==> src/rtl/bu_req_arbiter.sv <==
// rtl/bu_req_arbiter.sv - N-channel round-robin arbiter between biu_cell requesters and cache_bus_unit
//
// Purpose:
//   Arbitrates the L1 requesters (I, D, walker, prefetch) onto the single
//   shared cache_bus_unit. Only one transaction is in flight at a time.
//   When a transaction is granted, the arbiter latches the winner's attributes
//   and one request kind. It then routes the bus response strobes back to
//   the granted channel only.
//   FSM: IDLE -> GRANT -> BUSY -> DONE -> IDLE.
//
// Optional feature macro:
//   BU_TIMEOUT_EN  When defined, a BUSY watchdog runs. If TIMEOUT cycles pass
//                  with no response, it reports a bus error on the granted
//                  channel and ends the transaction.
//
// Ports:
//   clk, rst                    rising-edge clock, synchronous active-high reset
//   ch_wt_req/rd_req/rdline_req per-channel request levels [NCH]
//   ch_size/ch_pa/ch_wt_data    per-channel attributes, channel i at slice i
//   ch_line_data/addr_count     broadcast of the bus unit's data/count
//   ch_line_write, ch_cache_entry_write, ch_trans_rdy, ch_bus_error
//                               response strobes, granted channel only
//   bu_wt_req/rd_req/rdline_req request to cache_bus_unit (held through BUSY)
//   bu_size/bu_pa/bu_wt_data    latched request attributes
//   bu_line_data, bu_addr_count, bu_line_write, bu_cache_entry_write,
//   bu_trans_rdy, bu_bus_error  responses from cache_bus_unit
//   grant_id                    index of the current/last granted channel
//   busy                        high in GRANT and BUSY
module bu_req_arbiter #(
  parameter int NCH     = 2,
  parameter int PAW     = 64,
  parameter int DW      = 64,
  parameter int CNTW    = 11,
  parameter int TIMEOUT = 1024,
  localparam int GW     = (NCH > 1) ? $clog2(NCH) : 1
) (
  input  logic               clk,
  input  logic               rst,
  input  logic [NCH-1:0]     ch_wt_req,
  input  logic [NCH-1:0]     ch_rd_req,
  input  logic [NCH-1:0]     ch_rdline_req,
  input  logic [4*NCH-1:0]   ch_size,
  input  logic [PAW*NCH-1:0] ch_pa,
  input  logic [DW*NCH-1:0]  ch_wt_data,
  output logic [DW-1:0]      ch_line_data,
  output logic [CNTW-1:0]    ch_addr_count,
  output logic [NCH-1:0]     ch_line_write,
  output logic [NCH-1:0]     ch_cache_entry_write,
  output logic [NCH-1:0]     ch_trans_rdy,
  output logic [NCH-1:0]     ch_bus_error,
  output logic               bu_wt_req,
  output logic               bu_rd_req,
  output logic               bu_rdline_req,
  output logic [3:0]         bu_size,
  output logic [PAW-1:0]     bu_pa,
  output logic [DW-1:0]      bu_wt_data,
  input  logic [DW-1:0]      bu_line_data,
  input  logic [CNTW-1:0]    bu_addr_count,
  input  logic               bu_line_write,
  input  logic               bu_cache_entry_write,
  input  logic               bu_trans_rdy,
  input  logic               bu_bus_error,
  output logic [GW-1:0]      grant_id,
  output logic               busy
);

  typedef enum logic [1:0] {S_IDLE, S_GRANT, S_BUSY, S_DONE} state_t;

  state_t          state, state_nxt;
  logic [GW-1:0]   ptr;
  logic [2:0]      kind;          // {wt, rdline, rd}, exactly one bit set once latched
  logic [NCH-1:0]  ch_req;
  logic            found;
  logic [GW-1:0]   win_idx;
  logic [GW-1:0]   cand;
  logic [3:0]      win_size;
  logic [PAW-1:0]  win_pa;
  logic [DW-1:0]   win_data;
  logic [2:0]      win_kind;
  logic [NCH-1:0]  grant_oh;
  logic            timeout_hit;
  logic            done_evt;

  assign ch_req = ch_wt_req | ch_rd_req | ch_rdline_req;

  // Round-robin search: the first requester after the last winner wins.
  always_comb begin
    found    = 1'b0;
    win_idx  = '0;
    cand     = '0;
    win_size = '0;
    win_pa   = '0;
    win_data = '0;
    win_kind = '0;
    for (int k = 1; k <= NCH; k++) begin
      cand = GW'((int'(ptr) + k) % NCH);
      if (!found && ch_req[cand]) begin
        found   = 1'b1;
        win_idx = cand;
      end
    end
    for (int i = 0; i < NCH; i++) begin
      if (GW'(i) == win_idx) begin
        win_size = ch_size[4*i +: 4];
        win_pa   = ch_pa[PAW*i +: PAW];
        win_data = ch_wt_data[DW*i +: DW];
        // Only the highest-priority kind is issued: wt > rdline > rd.
        win_kind = {ch_wt_req[i],
                    !ch_wt_req[i] && ch_rdline_req[i],
                    !ch_wt_req[i] && !ch_rdline_req[i] && ch_rd_req[i]};
      end
    end
  end

`ifdef BU_TIMEOUT_EN
  localparam int TW = $clog2(TIMEOUT + 1);
  logic [TW-1:0] to_cnt;

  always_ff @(posedge clk) begin
    if (rst) begin
      to_cnt <= '0;
    end else if (state == S_GRANT) begin
      to_cnt <= '0;
    end else if (state == S_BUSY) begin
      to_cnt <= to_cnt + 1'b1;
    end
  end

  // The count starts at 0 in the first BUSY cycle, so TIMEOUT-1 is the
  // TIMEOUT-th cycle after GRANT. A real response in that cycle wins.
  assign timeout_hit = (state == S_BUSY) && (to_cnt == TW'(TIMEOUT - 1)) &&
                       !bu_trans_rdy && !bu_bus_error;
`else
  assign timeout_hit = 1'b0;
`endif

  assign done_evt = bu_trans_rdy | bu_bus_error | timeout_hit;

  always_ff @(posedge clk) begin
    if (rst) begin
      state         <= S_IDLE;
      ptr           <= GW'(NCH - 1);
      grant_id      <= '0;
      kind          <= '0;
      bu_size       <= '0;
      bu_pa         <= '0;
      bu_wt_data    <= '0;
      bu_wt_req     <= 1'b0;
      bu_rd_req     <= 1'b0;
      bu_rdline_req <= 1'b0;
    end else begin
      state <= state_nxt;
      case (state)
        S_IDLE: begin
          if (found) begin
            ptr        <= win_idx;
            grant_id   <= win_idx;
            kind       <= win_kind;
            bu_size    <= win_size;
            bu_pa      <= win_pa;
            bu_wt_data <= win_data;
          end
        end
        S_GRANT: begin
          bu_wt_req     <= kind[2];
          bu_rdline_req <= kind[1];
          bu_rd_req     <= kind[0];
        end
        S_BUSY: begin
          if (done_evt) begin
            bu_wt_req     <= 1'b0;
            bu_rdline_req <= 1'b0;
            bu_rd_req     <= 1'b0;
          end
        end
        default: ;
      endcase
    end
  end

  always_comb begin
    state_nxt = state;
    case (state)
      S_IDLE:  if (found) state_nxt = S_GRANT;
      S_GRANT: state_nxt = S_BUSY;
      S_BUSY:  if (done_evt) state_nxt = S_DONE;
      S_DONE:  state_nxt = S_IDLE;
      default: state_nxt = S_IDLE;
    endcase
  end

  // Response strobes pass through only while BUSY, to the granted channel.
  always_comb begin
    grant_oh = '0;
    for (int i = 0; i < NCH; i++) begin
      grant_oh[i] = (GW'(i) == grant_id) && (state == S_BUSY);
    end
  end

  assign ch_line_write        = grant_oh & {NCH{bu_line_write}};
  assign ch_cache_entry_write = grant_oh & {NCH{bu_cache_entry_write}};
  assign ch_trans_rdy         = grant_oh & {NCH{bu_trans_rdy}};
  assign ch_bus_error         = grant_oh & {NCH{bu_bus_error | timeout_hit}};
  assign ch_line_data         = bu_line_data;
  assign ch_addr_count        = bu_addr_count;
  assign busy                 = (state == S_GRANT) || (state == S_BUSY);

endmodule

==> config.mk <==
export PLATFORM = sky130hd
export DESIGN_NAME = bu_req_arbiter
export DESIGN_NICKNAME = d
export VERILOG_FILES = /design/src/rtl/bu_req_arbiter.sv
export SDC_FILE = /design/constraint.sdc
export NUM_CORES = 1
export LEC_CHECK = 0
export CAP_MARGIN = 5
export CORE_AREA = 2 2 222 224
export DETAILED_ROUTE_END_ITERATION = 16
export DIE_AREA = 0 0 224 226
export PLACE_DENSITY = 0.47
export REMOVE_ABC_BUFFERS = 1
export SETUP_SLACK_MARGIN = 0.1
export SKIP_LAST_GASP = 1
export SYNTH_ARGS = -nofsm -noshare
export SYNTH_HDL_FRONTEND = slang
export SYNTH_SLANG_ARGS = --single-unit
==> constraint.sdc <==
create_clock -name clk -period 2.5 [get_ports clk]
set_clock_uncertainty 0.2 [all_clocks]
set_input_delay 0.375 -clock clk [delete_from_list [all_inputs] [get_ports clk]]
set_output_delay 0.375 -clock clk [all_outputs]
set_load 0.1 [all_outputs]
==> results.tsv <==
metric	value	unit
totalWireLength	38700	um
synthArstFlopShare	0	%
ant_nets	0	
postCtsSetupBuffers	0	
die_w	224	um
cts_sinks	142	
vias	7935	
clkSlewWorstSetupHoldPaths	60	ps
worst_slack	227	ps
final_util	26.7	%
layout_min_cycle_time	2270	ps
gr-total-overflow	0	
tns	0	ps
numCtsBuffers	17	
rsz0062_at_grt	false	
root_buffer	clkbuf_16	
synth.avg_cell_area	8.67	um2
synth_cell_type_count	37	
rows	81	
cts_tree	built	
ys_seq_area_share	36.8	%
cp.arrival	1700	ps
n_fill_cell	5246	
clk_latency	470	ps
start_util	16.0	%
cp_max_fo	12	
grt_first_pass_wirelength	55000	um
status	complete, no violations	
grt_max_degree	63	
maxSlewViolCount	0	
die_h	226	um
die_area	50600	um2
p_per_area	1700	nW/um2
pin_count	571	
wl_per_cell	20.5	um
syn_area	7730	um2
crit_path_start_kind	register	
min_path_type	in2reg	
syn_inst	891	
worst_slew_pin_slew	439	ps
htree_levels	4	
cap_violations	0	
gp_congestion	0.766	
synth_seq_cells	142	
hold_viol	0	
cts.path.max_buffers	2	
p_leak	0.00514	uW
end_kind	output pin	
core	48300	um2
irDropWorstVdd	0.877	mV
synth_top_flop_cell	dfxtp_1	
grt_antenna_before_repair	1	
fin_nets	1611	
first_iter_violations	299	
grt.total_usage	15.0	%
pre_cts_ws	-124	ps
area_delta_synth_final	67.0	%
drc	0	
dp_hpwl	30200	um
cp.required	1920	ps
maxSlewHeadroom	70.7	%
port_buffers	420	
crit_type	reg2out	
setup_viol	0	
synth_warnings	0	
synth_edf_count	0	
first_pass_iters	4	
grt_pass1_vias	7978	
drive_above_1_share	34.0	%
viasPerCell	4.19	
period_share	90.9	%
fmax	0.440	GHz
==> flip-flops by register name, summed over array words and instances, names as in the netlist <==
name and flops:
state 2, grant_id 1, bu_wt_data 64, ptr 1, bu_size 4, bu_pa 64
bu_wt_req 1, bu_rdline_req 1, bu_rd_req 1, kind 3
==> cells by family after synthesis <==
logic type               after synthesis  synth area share (%)
multiplexers                           1                 0.130
buffers and inverters                158                  14.0
adder cells (fa/ha/maj)                4                 0.648
AND/OR/NAND/NOR                      301                  15.3
flip-flops                           142                  36.8
AO/OA/AOI/OAI                        285                  33.2
==> final timing paths <==
kind / cells past startpoint / slack, ps / end / startpoint
worst max-delay path: 5 / 230 / ch_bus_error[0] / state[0]$_SDFFE_PP0P_
worst min-delay path: 2 / 130 / bu_size[2]$_SDFFE_PP0P_ / rst
worst max register to register: 8 / 480 / bu_pa[32]$_SDFFE_PP0P_ / state[1]$_SDFFE_PP0P_
worst min register to register: 2 / 260 / bu_wt_req$_SDFFE_PP0P_ / bu_wt_req$_SDFFE_PP0P_
==> layout make-up <==
| cell class | count | area [um2] | area share [%] |
|---|---|---|---|
| timing repair buffer | 499 | 4810 | 37.3 |
| clock inverter | 10 | 136 | 1.06 |
| antenna | 1 | 2.50 | 0.0194 |
| inverter | 5 | 18.8 | 0.145 |
| multi-input combinational | 591 | 3840 | 29.8 |
| sequential | 142 | 2840 | 22.0 |
| tap | 622 | 778 | 6.03 |
| clock buffer | 22 | 474 | 3.67 |
==> synth_stat cells (5+ instances only) <==
cell / n / area share (%)
buf_12: 8 / 2.1
a21oi_2: 80 / 9.1
clkbuf_1: 37 / 1.8
nand2_1: 137 / 6.7
inv_1: 5 / 0.24
dfxtp_1: 142 / 37
a211oi_1: 44 / 4.3
buf_4: 80 / 7.8
buf_2: 24 / 1.6
nor2_1: 145 / 7.0
a211oi_2: 89 / 14
a21oi_1: 56 / 3.6
==> worst max-delay path, cell delays in order (launching register included) <==
cell,delay (ps)
dfxtp_1,330
inv_1,130
ha_4,220
nor2b_4,180
and2_1,180
buf_12,180
==> report_power, final <==
part | internal (uW) | total (uW) | switching (uW)
clock | 1640 | 2790 | 1140
sequential | 3250 | 3880 | 633
combinational | 4250 | 15200 | 11000
total | 9140 | 21900 | 12800
==> per-stage QoR <==
| stage | total power [uW] | hold slack [ps] | cells | instance area, um2 |
|---|---|---|---|---|
| finish | 21900 | 131 | 1892 | 12900 |
| global route | 23000 | 120 | 1891 | 12900 |
| CTS | 22200 | 86.5 | 1891 | 12900 |
| detailed placement | 19300 | 259 | 1859 | 12300 |
| global placement | 19200 | 248 | 1859 | 12300 |
| floorplan | 11600 | 240 | 738 | 6670 |
==> metal layers <==
metal | share of wire (%) | up-vias | global-route usage [%]
li1 | - | 3735 | -
met2 | 39 | 469 | 19.9
met3 | 15 | 37 | 11.7
met1 | 44 | 3688 | 17.9
met4 | 1.3 | 6 | 4.41
met5 | 0.61 | - | 5.47
==> placed cells by master, fill, tap and decap left out, types with 3 or more instances in the layout <==
cell and n:
clkdlybuf4s50_1 274, buf_4 194, nor2_1 145, dfxtp_1 142, nand2_1 137, a211oi_2 89, a21oi_2 80, a21oi_1 56
a211oi_1 44, buf_12 30, clkbuf_16 17, inv_1 5, and2_1 4, and3_1 4, nand3b_1 3, ha_1 3
clkinvlp_4 3, clkinv_2 3, bufinv_16 3, clkbuf_8 3
==> timing repair <==
action | CTS | global route
pin swaps | 0 | 1
endpoints found under the setup margin | 4 | 4
gates resized for setup | 3 | 1
hold buffers | 0 | 0
Note: power is estimated with default switching activity, not from simulation.
